## config.mk

```make
export PLATFORM = sky130hd
export DESIGN_NAME = mult_seq_param
export DESIGN_NICKNAME = d
export VERILOG_FILES = /design/src/rtl/mult_seq_pkg.sv /design/src/rtl/mult_seq_ctrl.sv /design/src/rtl/mult_seq_param.sv
export SDC_FILE = /design/constraint.sdc
export NUM_CORES = 1
export LEC_CHECK = 0
export ABC_AREA = 1
export BUFFER_PORTS_ARGS = -buffer_cell sky130_fd_sc_hd__buf_2
export CAP_MARGIN = 20
export CORE_MARGIN = 4
export CORE_UTILIZATION = 45
export DETAILED_ROUTE_END_ITERATION = 6
export PLACE_DENSITY = 0.64
export RECOVER_POWER = 100
export SLEW_MARGIN = 10
export SYNTH_ARGS = -nofsm -noshare
export SYNTH_HDL_FRONTEND = slang
export SYNTH_SLANG_ARGS = --single-unit
```

## constraint.sdc

```tcl
create_clock -name clk -period 4 [get_ports clk]
set_clock_uncertainty 0.15 [all_clocks]
set_input_delay 0.4 -clock clk [delete_from_list [all_inputs] [get_ports clk]]
set_output_delay 0.4 -clock clk [all_outputs]
set_load 0.005 [all_outputs]
```

## src/rtl/mult_seq_pkg.sv

```systemverilog
`default_nettype none
// ============================================================================
// Module      : mult_seq_pkg
// Description : Shared definitions for the sequential shift-add multiplier:
//               controller state encoding and bit-counter width helper.
// Revision    : 1.0 - initial parametrised release
// ============================================================================
package mult_seq_pkg;

    // Controller states, explicit 2-bit encoding.
    typedef enum logic [1:0] {
        IDLE   = 2'd0,
        CALC   = 2'd1,
        FINISH = 2'd2
    } state_t;

    // Counter must be able to hold the value WIDTH_B itself.
    function automatic int cnt_width(input int wb);
        return $clog2(wb + 1);
    endfunction

endpackage : mult_seq_pkg
`default_nettype wire

```

## src/rtl/mult_seq_ctrl.sv

```systemverilog
`default_nettype none
// ============================================================================
// Module      : mult_seq_ctrl
// Description : Control FSM for the sequential multiplier. Accepts a start
//               request while idle, counts WIDTH_B compute cycles, then
//               spends one cycle in FINISH where the product is written.
// Ports       : clk      - clock, rising edge
//               reset_a  - synchronous active-high reset
//               i_start  - operation request (level, sampled while idle)
//               o_busy   - registered, high from acceptance until done
//               o_done   - registered one-cycle completion pulse
//               o_load   - datapath strobe: latch operands this edge
//               o_step   - datapath strobe: one shift-add step this edge
//               o_finish - datapath strobe: write product this edge
// Revision    : 1.0 - initial parametrised release
// ============================================================================
module mult_seq_ctrl
    import mult_seq_pkg::*;
#(
    parameter int WIDTH_B = 8
) (
    input  logic clk,
    input  logic reset_a,
    input  logic i_start,
    output logic o_busy,
    output logic o_done,
    output logic o_load,
    output logic o_step,
    output logic o_finish
);

    localparam int                 c_CNT_W = cnt_width(WIDTH_B);
    localparam logic [c_CNT_W-1:0] c_LAST  = c_CNT_W'(WIDTH_B - 1);
    localparam logic [c_CNT_W-1:0] c_ONE   = c_CNT_W'(1);

    state_t             r_state;
    logic [c_CNT_W-1:0] r_cnt;
    logic               r_busy;
    logic               r_done;

    always_ff @(posedge clk) begin
        if (reset_a) begin
            r_state <= IDLE;
            r_cnt   <= '0;
            r_busy  <= 1'b0;
            r_done  <= 1'b0;
        end else begin
            r_done <= 1'b0;
            case (r_state)
                IDLE: begin
                    if (i_start) begin
                        r_state <= CALC;
                        r_cnt   <= '0;
                        r_busy  <= 1'b1;
                    end
                end
                CALC: begin
                    r_cnt <= r_cnt + c_ONE;
                    // The edge that processes the last multiplier bit
                    // also moves on to FINISH.
                    if (r_cnt == c_LAST) begin
                        r_state <= FINISH;
                    end
                end
                FINISH: begin
                    r_state <= IDLE;
                    r_busy  <= 1'b0;
                    r_done  <= 1'b1;
                end
                default: begin
                    r_state <= IDLE;
                    r_busy  <= 1'b0;
                end
            endcase
        end
    end

    // Strobes decode the registered state so the datapath updates on the
    // same edge as the state transition they belong to. Start is only
    // looked at in IDLE, so requests while busy are simply dropped.
    assign o_load   = (r_state == IDLE) && i_start;
    assign o_step   = (r_state == CALC);
    assign o_finish = (r_state == FINISH);
    assign o_busy   = r_busy;
    assign o_done   = r_done;

endmodule : mult_seq_ctrl
`default_nettype wire

```

## src/rtl/mult_seq_param.sv

```systemverilog
`default_nettype none
// ============================================================================
// Module      : mult_seq_param
// Description : Parametrised sequential shift-add multiplier, one multiplier
//               bit per clock, signed or unsigned per operation. Signed
//               operands are reduced to magnitudes and the sign reapplied
//               after accumulation.
// Ports       : clk          - clock, rising edge
//               reset_a      - synchronous active-high reset
//               dataa        - multiplicand, sampled on accepted start
//               datab        - multiplier, sampled on accepted start
//               mode_signed  - 1 = two's complement, 0 = unsigned
//               start        - request, accepted while idle
//               busy         - operation in progress
//               product_out  - held result, updated on each done
//               done_flag    - one-cycle pulse, product_out valid
// Revision    : 1.0 - initial parametrised release
// ============================================================================
module mult_seq_param
    import mult_seq_pkg::*;
#(
    parameter  int WIDTH_A = 8,
    parameter  int WIDTH_B = 8,
    localparam int PW      = WIDTH_A + WIDTH_B
) (
    input  logic               clk,
    input  logic               reset_a,
    input  logic [WIDTH_A-1:0] dataa,
    input  logic [WIDTH_B-1:0] datab,
    input  logic               mode_signed,
    input  logic               start,
    output logic               busy,
    output logic [PW-1:0]      product_out,
    output logic               done_flag
);

    logic w_load;
    logic w_step;
    logic w_finish;

    mult_seq_ctrl #(
        .WIDTH_B (WIDTH_B)
    ) u_ctrl (
        .clk      (clk),
        .reset_a  (reset_a),
        .i_start  (start),
        .o_busy   (busy),
        .o_done   (done_flag),
        .o_load   (w_load),
        .o_step   (w_step),
        .o_finish (w_finish)
    );

    // Operand magnitudes. The most negative value negates to itself, which
    // read as unsigned is exactly its magnitude 2^(W-1).
    logic [WIDTH_A-1:0] w_abs_a;
    logic [WIDTH_B-1:0] w_abs_b;
    logic               w_neg;

    always_comb begin
        w_abs_a = (mode_signed && dataa[WIDTH_A-1]) ? -dataa : dataa;
        w_abs_b = (mode_signed && datab[WIDTH_B-1]) ? -datab : datab;
        w_neg   = mode_signed && (dataa[WIDTH_A-1] ^ datab[WIDTH_B-1]);
    end

    logic [PW-1:0]      r_mcand;   // multiplicand, shifted left each step
    logic [WIDTH_B-1:0] r_mplier;  // multiplier, LSB is the current bit
    logic [PW-1:0]      r_acc;
    logic               r_neg;
    logic [PW-1:0]      r_product;

    always_ff @(posedge clk) begin
        if (reset_a) begin
            r_mcand   <= '0;
            r_mplier  <= '0;
            r_acc     <= '0;
            r_neg     <= 1'b0;
            r_product <= '0;
        end else if (w_load) begin
            r_mcand  <= {{WIDTH_B{1'b0}}, w_abs_a};
            r_mplier <= w_abs_b;
            r_acc    <= '0;
            r_neg    <= w_neg;
        end else if (w_step) begin
            if (r_mplier[0]) begin
                r_acc <= r_acc + r_mcand;
            end
            r_mcand  <= r_mcand << 1;
            r_mplier <= r_mplier >> 1;
        end else if (w_finish) begin
            r_product <= r_neg ? -r_acc : r_acc;
        end
    end

    assign product_out = r_product;

endmodule : mult_seq_param
`default_nettype wire

```

; ---- Word-level counts from Yosys, hierarchy flattened
; Index checks and enable logic that the tools add are counted.
[totals]
output_inout_bits = 18
regBits = 65
wordCells = 51
inputBits = 20
[op_classes]
add_sub_neg = 5
n_reduce_logical = 13
bitwise = 3
n_eq_ne = 5
muxes = 15
[ops]
columns = op, n
row1 = 2-to-1 mux 8 bit, 6
row2 = adder 16 bit, 1
row3 = 2-to-1 mux 16 bit, 1
row4 = negation 16 bit, 1
row5 = negation 8 bit, 2
row6 = one-hot mux 4 bit (2 select lines), 1
row7 = AND reduction 2 bit, 4
row8 = "adder 4 x 1 -> 4 bit, second input constant", 1
row9 = "equality test 4 x 3 -> 1 bit, second input constant", 1
row10 = logical AND 1 bit, 4
row11 = 2-to-1 mux 2 bit, 2
row12 = 2-to-1 mux 4 bit, 1
row13 = "inequality test 2 bit, second input constant", 2
row14 = one-hot mux 2 bit (2 select lines), 1
row15 = nonzero test 2 bit, 2
row16 = AND reduction 3 bit, 1
row17 = "equality test 2 x 1 -> 1 bit, second input constant", 1
row18 = "equality test 2 bit, second input constant", 1
row19 = zero test 2 bit, 1
row20 = 2-to-1 mux 1 bit, 2
row21 = NOT 1 bit, 2
row22 = one-hot mux 1 bit (2 select lines), 1
row23 = OR reduction 2 bit, 1
row24 = XOR 1 bit, 1

; ---- Logic depth before layout (Yosys ltp)
[logic_depth]
ltp_word = 4
mapped_depth = 12
depth_no_buf = 12

; ---- Hierarchy
; Synthesis repeated with hierarchy kept, for this count alone.
[hier_totals]
cells_unflattened = 660
hier_area_um2 = 4246.6
[by_module_without_submodules]
columns = module, cells_per_inst, area_per_inst_um2, instances, seq_area_each_um2
row1 = mult_seq_param, 612, 3905.0, 1, 1141.1
row2 = mult_seq_ctrl, 48, 341.6, 1, 160.2

; ---- Worst setup path after synthesis
; OpenSTA, ideal clock, no wires.
[synth_timing]
kind = register to register
startpoint = register r_mcand[0]
endpoint = register r_acc[14]
path_stages_with_launch = 13
arrival_ns = 1.555
n_path_buf = 0
t_required_ns = 3.741
period_less_slack_ns = 1.814
setup_slack_ns = 2.186
setup_ns = 0.109
path_cell_list = dfxtp_1 ha_1 fa_1 nand3_1 nand2_1 nand2_1 nand2_1 nand2_1 nand2_1 nand2_1 nand3_1 nand2_1 inv_1
[synth_via]
elab_chain_len = 1
[synth_rtl]
columns = item, line
row1 = start: declaration, mult_seq_param.sv:66  ; logic [PW-1:0] r_mcand;
row2 = start signal: assignment, mult_seq_param.sv:80  ; r_mcand <= {{WIDTH_B{1'b0}}, w_abs_a};
row3 = start signal: assignment, mult_seq_param.sv:88  ; r_mcand <= r_mcand << 1;
row4 = adder 16 bit, mult_seq_param.sv:86  ; r_acc <= r_acc + r_mcand;
row5 = end signal: assignment, mult_seq_param.sv:86
row6 = end: declaration, mult_seq_param.sv:68  ; logic [PW-1:0] r_acc;
; No other way between the ends.
; A chain may end at the register's enable or synchronous reset.

; ---- Worst setup path after layout
[layout_timing]
startpoint = register u_ctrl.r_state[1]
endpoint = register r_acc[5]
[layout_via]
elab_chain_len = 3
elab_cells_between_ends = 5
classes_between = eq/ne: 1 / reduce/logical: 4
[layout_rtl]
columns = item, line
row1 = start: declaration, mult_seq_ctrl.sv:36  ; state_t r_state;
row2 = start signal: assignment, mult_seq_ctrl.sv:43  ; r_state <= IDLE;
row3 = start signal: assignment, mult_seq_ctrl.sv:52  ; r_state <= CALC;
row4 = start signal: assignment, mult_seq_ctrl.sv:62  ; r_state <= FINISH;
row5 = zero test 2 bit, mult_seq_ctrl.sv:81  ; assign o_load = (r_state == IDLE) && i_start;
row6 = logical AND 1 bit, mult_seq_ctrl.sv:81
row7 = OR reduction 2 bit (no source line), -
; Several ways; a longest one is shown, not always the timed one.

==> out/results.md <==
| Metric | This run | Unit |
| --- | --- | --- |
| Result of the run | complete, but fails checks | - |
| Failing checks | capacitance limit, slew limit | - |
| Post-route setup TNS | 0 | ns |
| Std-Cell Core Area | 8806 | µm² |
| Combined flip-flop and latch cell area | 1301 | µm² |
| Final estimated routing congestion in global placement | 0.8645 | - |
| Cell area power density | 333.2 | nW/µm² |
| Die X-Extent | 103.8 | µm |
| Maximum buffer depth of the clock tree | 2 | - |
| Initial Utilization | 46.89 | % |
| Critical path cell sequence | inv_1, nand2_1, nor2_1, inv_1, nand2_1, a21oi_1, o21ai_0, inv_1 | - |
| Chip Height | 103.8 | µm |
| Number of global-route vias before repair | 3580 | - |
| Cells on Worst Hold Path | 3 | - |
| Max-cap violations | 1 | - |
| Sequential group share of total power | 46.6 | % |
| Final Slew Violations | 29 | - |
| Dpl hpwl | 7750 | µm |
| Post-synthesis async set-or-reset flop share | 0 | % |
| Port Buf Inserts | 37 | - |
| Top cell types by occurrence after synthesis | 191 x nand2_1, 96 x inv_1, 65 x dfxtp_1 | - |
| Mean number of vias per cell | 5.018 | - |
| Antenna violations before repair | 0 | - |
| Compound-cell area share of the yosys netlist | 14.82 | % |
| Number of H-tree branching levels | 3 | - |
| Clk pwr share | 39.1 | % |
| Number of iterations in the first detailed-routing pass | 4 | - |
| Number of buffers inserted during clock tree synthesis | 9 | - |
| Non-filler cells in the finished layout | 791 | - |
| Period Utilization, post-route | 66.15 | % |
| Worst VDD drop | 0.1855 | mV |
| Beginning of the worst hold path | datab[7] | - |
| Time the worst path needs with I/O delays and setup | 2.646 | ns |
| Place WS | 1.904 | ns |
| Standard-cell rows | 34 | - |
| Area share of xor/xnor cells in the synthesized design | 4.030 | % |
| Final Routed Wirelength | 10100 | µm |
| Static Leak | 2.345 | nW |
| Area fraction of the dominant cell type after synthesis | 31.52 | % |
| Capturing element type of the critical path | flip-flop | - |
| Cell repeated most along the worst path | inv_1 | - |
| Number of cells in the design after placement | 777 | - |
| Wire per inst | 12.76 | µm |
| Pin count of the biggest net entering global routing | 29 | - |
| Clock-pin slew of the registers on the worst-case setup and hold paths | 0.07 | ns |
| Worst hold margin | 0.1982 | ns |
| ANT nets after route | 0 | - |
| Worst Path Class, Setup | reg2reg | - |
| Number of cells upsized or downsized after cts | 0 | - |
| Cell internal pwr | 1.089 | mW |
| Number of synthesized register bits | 65 | - |
| Insertion delay to the later sink of the worst-skew pair | 0.34 | ns |
| Final Hold Viols | 0 | - |
| Largest area contributor in the netlist | dfxtp_1 | - |
| Average size of a mapped cell | 6.382 | µm² |
| Number of fill cells | 931 | - |
| Crit-path slowest cell | nand2_1 | - |
| Relative max-transition margin | -7.342 | % |
| Area of placed instances | 4352 | µm² |
| Number of nets in the synthesized netlist | 687 | - |
| Dominant cell by count in the synthesized netlist | nand2_1 | - |
| Warning count from the yosys run | 0 | - |
| Number of post-CTS setup repair buffers | 0 | - |
| Mux contribution to synthesized area | 0 | % |
| Global-route wire length before repair | 16990 | µm |
| Ports | 38 | - |
| Critical Path Stages | 8 | - |
| Number of enable-type register cells in the synthesized netlist | 0 | - |
| WHS Endpoint | r_mplier[7] | - |
| Endpoints failing setup | 0 | - |
| Post-route cell area | 4503 | µm² |
| Biggest fanout along the worst timing path | 25 | - |
| Detailed-route via count | 3969 | - |
| Net switching share of the total power | 27.44 | % |
| Most common flop cell mapped by yosys | dfxtp_1 | - |
| Count of inserted antenna diode cells | 0 | - |
| Sequential share of the synthesized area | 31.52 | % |
| RSZ-0062 raised after global routing | false | - |
| Share of total power in combinational logic | 14.3 | % |
| Die outline area | 10770 | µm² |
| Violation count after the first detailed-route iteration | 179 | - |
| Fraction of layout cells with a size suffix above 1 | 7.321 | % |
| Post-synthesis to final-layout area growth | 9.061 | % |
| Remaining routing DRC violations | 0 | - |
| Simple-gate share of the synthesized area | 31.45 | % |
| Syn Std Cell Area | 4129 | µm² |
| Total routing usage reported by global routing | 19.09 | % |
| CP Data Required Time | 4.08 | ns |
| Total global routing overflow | 0 | - |
| Count of nets after finishing | 720 | - |
| Critical path data arrival time | 2.72 | ns |
| Combinational family with the most area after synthesis | simple AND/OR/NAND/NOR gates | - |
| Peak Freq | 0.3779 | GHz |
| Internal reg-to-reg setup slack | 1.35 | ns |
| Number of cells produced by synthesis | 647 | - |
| Worst path setup slack after routing | 1.354 | ns |
| Register-to-Register Path Depth | 8 | - |
| Startpoint Class | flip-flop | - |
| Switching power total | 411.7 | µW |
| Num Clock Sinks | 65 | - |
| WP buf/inv | 3 | - |
| Share of synthesized cell area in full adder, half adder and majority cells | 6.242 | % |
| Worst slew pin tran | 1.604 | ns |
| Hold buffers post-CTS | 0 | - |
| Endpoint of the most critical register-to-register path | r_acc[5] | - |
| Synth top area cells | dfxtp_1 32%, nand2_1 17%, inv_1 8.7% | - |
| Clock Tree Root | clkbuf_8 | - |
| Area taken by multi-input logic gates | 2295 | µm² |
| Reg2reg start | u_ctrl.r_state[1] | - |
| Gate family responsible for the most delay along the worst path | simple AND/OR/NAND/NOR gates | - |
| Type of the tightest min-delay check | in2reg | - |
| Clock tree from TritonCTS | done | - |
| Delay of the slowest critical-path stage | 0.73 | ns |
| Count of unique library cells instantiated by Yosys | 34 | - |
[sequential cells by signal, summed over array words and instances, names as in the netlist]
register / count
r_acc: 16
product_out: 16
r_mplier: 8
u_ctrl.o_done: 1
r_neg: 1
u_ctrl.o_busy: 1
u_ctrl.r_state: 2
u_ctrl.r_cnt: 4
r_mcand: 16
[how the worst max path moves through the flow]
stage	startpoint	endpoint	slack (ns)
final	u_ctrl.r_state[1]	r_acc[5]	1.35
after global routing	u_ctrl.r_state[1]	product_out[7]	0.98
after CTS	u_ctrl.r_state[1]	r_acc[5]	1.96
after detailed placement	start	r_acc[5]	1.90
after global placement	start	r_acc[3]	1.96
after floorplan	r_mcand[0]	r_acc[14]	2.19
[power by group through the flow]
stage / clock network, mW / registers (mW) / logic (mW)
after floorplan: 0 / 0.705 / 0.168
after global placement: 0 / 0.714 / 0.215
after detailed placement: 0 / 0.715 / 0.218
after CTS: 0.598 / 0.700 / 0.219
after global routing: 0.627 / 0.702 / 0.247
final: 0.587 / 0.699 / 0.215
[metrics by stage]
step / power [mW] / util (%)
2_1_floorplan: 0.8728 / -
3_3_place_gp: 0.9286 / 49.42
3_5_place_dp: 0.9328 / 49.42
4_1_cts: 1.517 / 51.68
5_1_grt: 1.576 / 51.14
6_report: 1.501 / 51.14
[worst reg2reg max path, stage by stage, from the launching register on]
cell	delay (ns)
dfxtp_1	0.30
inv_1	0.09
nand2_1	0.09
nor2_1	0.53
inv_1	0.37
nand2_1	0.73
a21oi_1	0.10
o21ai_0	0.12
inv_1	0.05
[area by class of cell]
class / count / share of cell area, %
Multi-Input combinational cell: 464 / 50.96
Sequential cell: 65 / 28.90
Inverter: 102 / 8.614
Timing Repair Buffer: 38 / 4.112
Tap cell: 108 / 3.001
Clock buffer: 11 / 2.917
Clock inverter: 3 / 1.500
[cells in the final DEF (no fill, tap or decap), types with 2 or more instances in the layout]
| cell | synthesis | routed |
|---|---|---|
| a211oi_1 | 0 | 3 |
| a21oi_1 | 61 | 61 |
| buf_2 | 6 | 31 |
| bufinv_16 | 0 | 2 |
| clkbuf_1 | 4 | 8 |
| clkbuf_8 | 0 | 9 |
| dfxtp_1 | 65 | 65 |
| ha_1 | 19 | 19 |
| inv_1 | 96 | 100 |
| nand2_1 | 191 | 195 |
| nand3_1 | 49 | 49 |
| nand4_1 | 4 | 4 |
| nor2_1 | 59 | 61 |
| nor3_1 | 4 | 4 |
| o21ai_0 | 30 | 33 |
| o221ai_1 | 3 | 3 |
| o22ai_1 | 3 | 3 |
| xor2_1 | 18 | 18 |
[metal layers]
metal | vias up | track usage (%) | routed length (µm)
met5 | - | 0 | 0
met4 | 0 | 5.033 | 123
met3 | 11 | 3.980 | 438
met2 | 69 | 28.22 | 4261
met1 | 1773 | 28.14 | 5274
li1 | 2116 | - | -
[cell families after synthesis]
kind of cell | count (synthesis)
flip-flops | 65
adder cells (fa/ha/maj) | 20
XOR/XNOR | 19
AO/OA/AOI/OAI | 110
AND/OR/NAND/NOR | 315
buffers and inverters | 118
(Power assumes the default switching activity.)
